===== src/rtl/pixel_writer.sv =====
// Framebuffer pixel writer: converts Q16.16 RGB light values to packed 8-bit pixels and
// issues one memory write per pixel, scanning addresses row by row through the frame.
module pixel_writer #(
   parameter int unsigned H_RES     = 320,
   parameter int unsigned V_RES     = 240,
   parameter logic [31:0] BASE_ADDR = 32'h0000_0000
) (
   input  logic             i_clk,
   input  logic             i_rstn,
   input  logic [0:2][31:0] i_light,
   input  logic             i_valid,
   output logic             o_busy,
   output logic [31:0]      o_addr,
   output logic [31:0]      o_wrdata,
   output logic             o_write,
   input  logic             i_waitrequest,
   output logic             o_frame_done
);

   localparam int unsigned XW = (H_RES > 1) ? $clog2(H_RES) : 1;
   localparam int unsigned YW = (V_RES > 1) ? $clog2(V_RES) : 1;

   typedef enum logic {StIdle, StWrite} state_e;

   state_e        state_q, state_d;
   logic [XW-1:0] x_q, x_d;
   logic [YW-1:0] y_q, y_d;
   logic [31:0]   addr_q, addr_d;
   logic [31:0]   data_q, data_d;
   logic          frame_done_q, frame_done_d;
   logic          accept, x_last, y_last;

   // Negative saturates to 0, anything at or above 1.0 saturates to 255.
   function automatic logic [7:0] conv(input logic [31:0] v);
      if (v[31]) begin
         return 8'h00;
      end else if (|v[30:16]) begin
         return 8'hff;
      end else begin
         return v[15:8];
      end
   endfunction

   always_ff @(posedge i_clk or negedge i_rstn) begin
      if (!i_rstn) begin
         state_q <= StIdle;
      end else begin
         state_q <= state_d;
      end
   end

   always_comb begin
      state_d = state_q;
      unique case (state_q)
         StIdle:  if (i_valid) state_d = StWrite;
         StWrite: if (!i_waitrequest) state_d = StIdle;
      endcase
   end

   always_comb begin
      o_busy  = (state_q == StWrite);
      o_write = (state_q == StWrite);
   end

   assign accept = (state_q == StWrite) && !i_waitrequest;
   assign x_last = (x_q == XW'(H_RES - 1));
   assign y_last = (y_q == YW'(V_RES - 1));

   // addr_q always holds the address of the current (x, y), so it is advanced in step with
   // the scan position instead of being recomputed from a multiply.
   always_comb begin
      x_d          = x_q;
      y_d          = y_q;
      addr_d       = addr_q;
      data_d       = data_q;
      frame_done_d = 1'b0;
      if ((state_q == StIdle) && i_valid) begin
         data_d = {8'h00, conv(i_light[0]), conv(i_light[1]), conv(i_light[2])};
      end
      if (accept) begin
         if (x_last) begin
            x_d = '0;
            if (y_last) begin
               y_d          = '0;
               addr_d       = BASE_ADDR;
               frame_done_d = 1'b1;
            end else begin
               y_d    = y_q + 1'b1;
               addr_d = addr_q + 32'd4;
            end
         end else begin
            x_d    = x_q + 1'b1;
            addr_d = addr_q + 32'd4;
         end
      end
   end

   always_ff @(posedge i_clk or negedge i_rstn) begin
      if (!i_rstn) begin
         x_q          <= '0;
         y_q          <= '0;
         addr_q       <= BASE_ADDR;
         data_q       <= '0;
         frame_done_q <= 1'b0;
      end else begin
         x_q          <= x_d;
         y_q          <= y_d;
         addr_q       <= addr_d;
         data_q       <= data_d;
         frame_done_q <= frame_done_d;
      end
   end

   assign o_addr       = addr_q;
   assign o_wrdata     = data_q;
   assign o_frame_done = frame_done_q;

endmodule


===== config.mk =====
export PLATFORM = sky130hd
export DESIGN_NAME = pixel_writer
export DESIGN_NICKNAME = d
export VERILOG_FILES = /design/src/rtl/pixel_writer.sv
export SDC_FILE = /design/constraint.sdc
export NUM_CORES = 1
export LEC_CHECK = 0
export ABC_CLOCK_PERIOD_IN_PS = 2200
export BUFFER_PORTS_ARGS = -buffer_cell sky130_fd_sc_hd__clkbuf_2
export CORE_UTILIZATION = 35
export CTS_CLUSTER_SIZE = 25
export DETAILED_ROUTE_END_ITERATION = 8
export GPL_TIMING_DRIVEN = 0
export PLACE_DENSITY_LB_ADDON = 0.08
export REMOVE_ABC_BUFFERS = 1
export SLEW_MARGIN = 30
export SYNTH_ARGS = -nofsm -noshare
export SYNTH_HDL_FRONTEND = slang
export SYNTH_SLANG_ARGS = --single-unit

===== constraint.sdc =====
create_clock -name i_clk -period 2.2 [get_ports i_clk]
set_clock_uncertainty 0.2 [all_clocks]
set_input_delay 0.11 -clock i_clk [delete_from_list [all_inputs] [get_ports i_clk]]
set_output_delay 0.11 -clock i_clk [all_outputs]
set_load 0.05 [all_outputs]

==> flow_metrics.py <==
metrics = {
    "run_status": {
        "outcome": "finished, final reports clean",
    },
    "grt": {
        "grt_first_pass_wirelength_microns": 16500,
        "groute.usage.overall_pct": 18.70,
        "antenna_found_initial": 0,
        "grt_max_degree": 74,
        "grt_overflow": 0,
        "grt_pass1_vias": 3550,
    },
    "sta": {
        "final_hold_viol_count": 0,
        "slew_headroom_pct": 59.72,
        "worst_pin_slew_ns": 0.6042,
        "rsz0062_at_grt": "false",
        "setup_viol_count_final": 0,
        "setup_ws_ns": 0.1135,
        "max_freq_mhz": 479.3,
        "finalSetupTns_ns": 0,
        "period_needed_ns": 2.087,
        "min_period_over_period_pct": 94.84,
        "drv_slew": 0,
    },
    "final_layout": {
        "n_antenna_cell": 0,
        "fill_cells": 1024,
        "syn_to_final_growth_pct": 45.33,
        "most-common-layout-cells": "131 x clkbuf_2, 73 x dfrtp_1, 60 x nand2_1",
        "final_cells": 733,
        "drive_gt1_share_pct": 29.82,
        "multiInputGateArea_sq_um": 1824,
        "seq_area_sq_um": 1827,
        "nets": 695,
        "final_common_cell": "clkbuf_2",
    },
    "detailed_routing": {
        "vias": 3669,
        "ant_nets": 0,
        "drc": 0,
        "drtPass1Iterations": 4,
        "drtIter0Drc": 170,
        "viasPerCell": 5.005,
        "wl_microns": 9797,
        "routedWlPerCell_microns": 13.37,
    },
    "critical_path": {
        "cp_max_fo": 5,
        "rr_endpoint": "y_q[6]$_DFFE_PN0P_",
        "cpPeakStageDelay_ns": 0.58,
        "critPathLaunchType": "flop",
        "rr_worst_depth": 5,
        "endpoint_kind": "flop",
        "crit_path_frequent_cell": "or4_4",
        "r2r_setup_slack_ns": 0.11,
        "path_cells": "ha_4 > nand4b_1 > or4_4 > or4_4 > a21oi_2",
        "cp.arrival_ns": 2.17,
        "path_class": "flop to flop",
        "slowest_stage": "or4_4",
        "rr_startpoint": "x_q[1]$_DFFE_PN0P_",
        "critPathLaunch": "x_q[1]$_DFFE_PN0P_",
        "worstPathRequired_ns": 2.29,
    },
    "power": {
        "finalPower_mw": 4.067,
        "p_per_area_nw_per_um2": 756.1,
        "vdd_drop_max_mv": 0.3480,
        "p_leak_nw": 2.543,
    },
    "clocking": {
        "root_buffer": "clkbuf_8",
        "clk_pin_slew_ns": 0.08,
        "clk_latency_ns": 0.35,
        "cts_buffers": 9,
        "clockBufferDepth": 2,
        "cts_tree": "built",
        "cts-htree-levels": 3,
        "cts_sinks": 73,
    },
    "logic_synthesis": {
        "ys.flop_type": "dfrtp_1",
        "synth_edf_count": 0,
        "ys_seq_area_share_pct": 49.36,
        "synthArstFlopShare_pct": 100.0,
        "yosysWarnings": 0,
        "netlist_area_sq_um": 3701,
        "syn_avg_cell_area_sq_um": 9.184,
        "synth_cell_types": 36,
        "synth_cells": 403,
        "ys_ff_latch": 73,
    },
    "placement": {
        "hpwl_microns": 5989,
        "gp_congestion": 0.7205,
        "dp_cells": 649,
        "place_ws_ns": -0.4619,
        "port_buffers": 132,
    },
    "floorplanning": {
        "initial_core_util_pct": 36.01,
        "ioPinCount": 167,
        "core_sq_um": 10280,
        "dieWidth_microns": 104.8,
        "num_rows": 37,
        "die_area_sq_um": 10990,
        "die_h_microns": 104.8,
    },
    "hold_path": {
        "min-delay-path-class": "input port to async pin",
    },
    "run": {
        "maxCapViolations": 0,
    },
}
[layer usage]
layer	vias to the layer above	routed length, microns	GRT usage, %
met5	-	0	0
met4	0	200	7.948
met3	15	376	3.930
met2	104	4717	31.17
met1	1737	4502	23.42
li1	1813	-	-
[layout make-up]
| cell class | count | area share (%) |
|---|---|---|
| Multi-Input combinational cell | 304 | 33.91 |
| Sequential cell | 73 | 33.96 |
| Timing Repair Buffer | 199 | 25.10 |
| Clock inverter | 3 | 0.7444 |
| Inverter | 5 | 0.3489 |
| Tap cell | 136 | 3.164 |
| Clock buffer | 13 | 2.768 |
[report_power, final]
part / total (mW) / leakage [nW] / internal (mW) / switching [mW]
clock: 1.05 / 0.0974 / 0.553 / 0.498
sequential: 1.68 / 0.946 / 1.52 / 0.169
combinational: 1.33 / 1.50 / 0.467 / 0.864
total: 4.07 / 2.54 / 2.54 / 1.53
[registers in the layout, summed over array words and instances (netlist names)]
| register | flops |
|---|---|
| x_q | 9 |
| o_frame_done | 1 |
| o_busy | 1 |
| y_q | 8 |
| o_wrdata | 24 |
| o_addr | 30 |
[Yosys cell counts (all sizes together) (3+ instances only)]
cell type | count | area (sq um)
and2 | 4 | 25.02
o21ai | 20 | 100.1
xor2 | 9 | 78.83
or4 | 14 | 105.1
o31ai | 35 | 262.8
clkbuf | 13 | 50.04
nand2 | 60 | 225.2
buf | 19 | 118.9
mux2i | 4 | 40.04
or3 | 6 | 37.54
nand4 | 16 | 106.4
o21bai | 3 | 22.52
nand2b | 4 | 32.53
dfrtp | 73 | 1827
ha | 3 | 37.54
nand3 | 17 | 85.08
and4 | 5 | 43.79
xnor2 | 6 | 52.55
nor3 | 8 | 40.04
and3 | 4 | 25.02
a21oi | 17 | 85.08
nor4 | 11 | 68.82
nor2 | 37 | 138.9
inv | 5 | 18.77
[critical path, delay by kind of cell (launching register included)]
kind / cells / cell delay, ns
compound gates: 1 / 0.12
fa+ha+maj: 1 / 0.16
flops: 1 / 0.41
simple gates: 3 / 1.13
[worst max-delay path by stage]
stage	endpoint	slack, ns	depth (start not counted)
5_1_grt	y_q[6]$_DFFE_PN0P_	0.005	5
4_1_cts	o_addr[16]$_DFFE_PN0P_	0.0005	5
3_5_place_dp	o_addr[9]$_DFFE_PN0P_	-0.46	5
2_1_floorplan	o_addr[10]$_DFFE_PN0P_	-1.02	4
6_report	y_q[6]$_DFFE_PN0P_	0.11	5
3_3_place_gp	o_addr[12]$_DFFE_PN0P_	-1.25	5
[cell families after synthesis]
kind of cell | after synthesis | share of synthesized area (%)
other | 1 | 0.1013
DFF | 73 | 49.36
buffers and inverters | 37 | 5.071
AOI/OAI and AO/OA | 78 | 13.29
xor gates and xnor gates | 15 | 3.550
and+or+nand+nor | 192 | 26.54
adders and majority gates | 3 | 1.014
muxes | 4 | 1.082
[stage by stage]
stage / hold slack, ns / util [%] / instance area (sq um)
after floorplan: -0.3856 / - / 3566
after global placement: 0.1704 / 42.78 / 4397
after detailed placement: -0.02466 / 43.22 / 4442
after CTS: 0.1536 / 50.97 / 5239
after global routing: 0.1936 / 52.34 / 5379
final: 0.1200 / 52.34 / 5379
[timing repair]
item,in CTS,in global routing
hold endpoints to repair,103,0
pin swaps,3,9
hold buffers,51,0
setup buffers,4,11
endpoints found under the setup margin,30,50
gates cloned,2,0
resized for setup,6,11
Note: power is estimated with default switching activity, not from simulation.
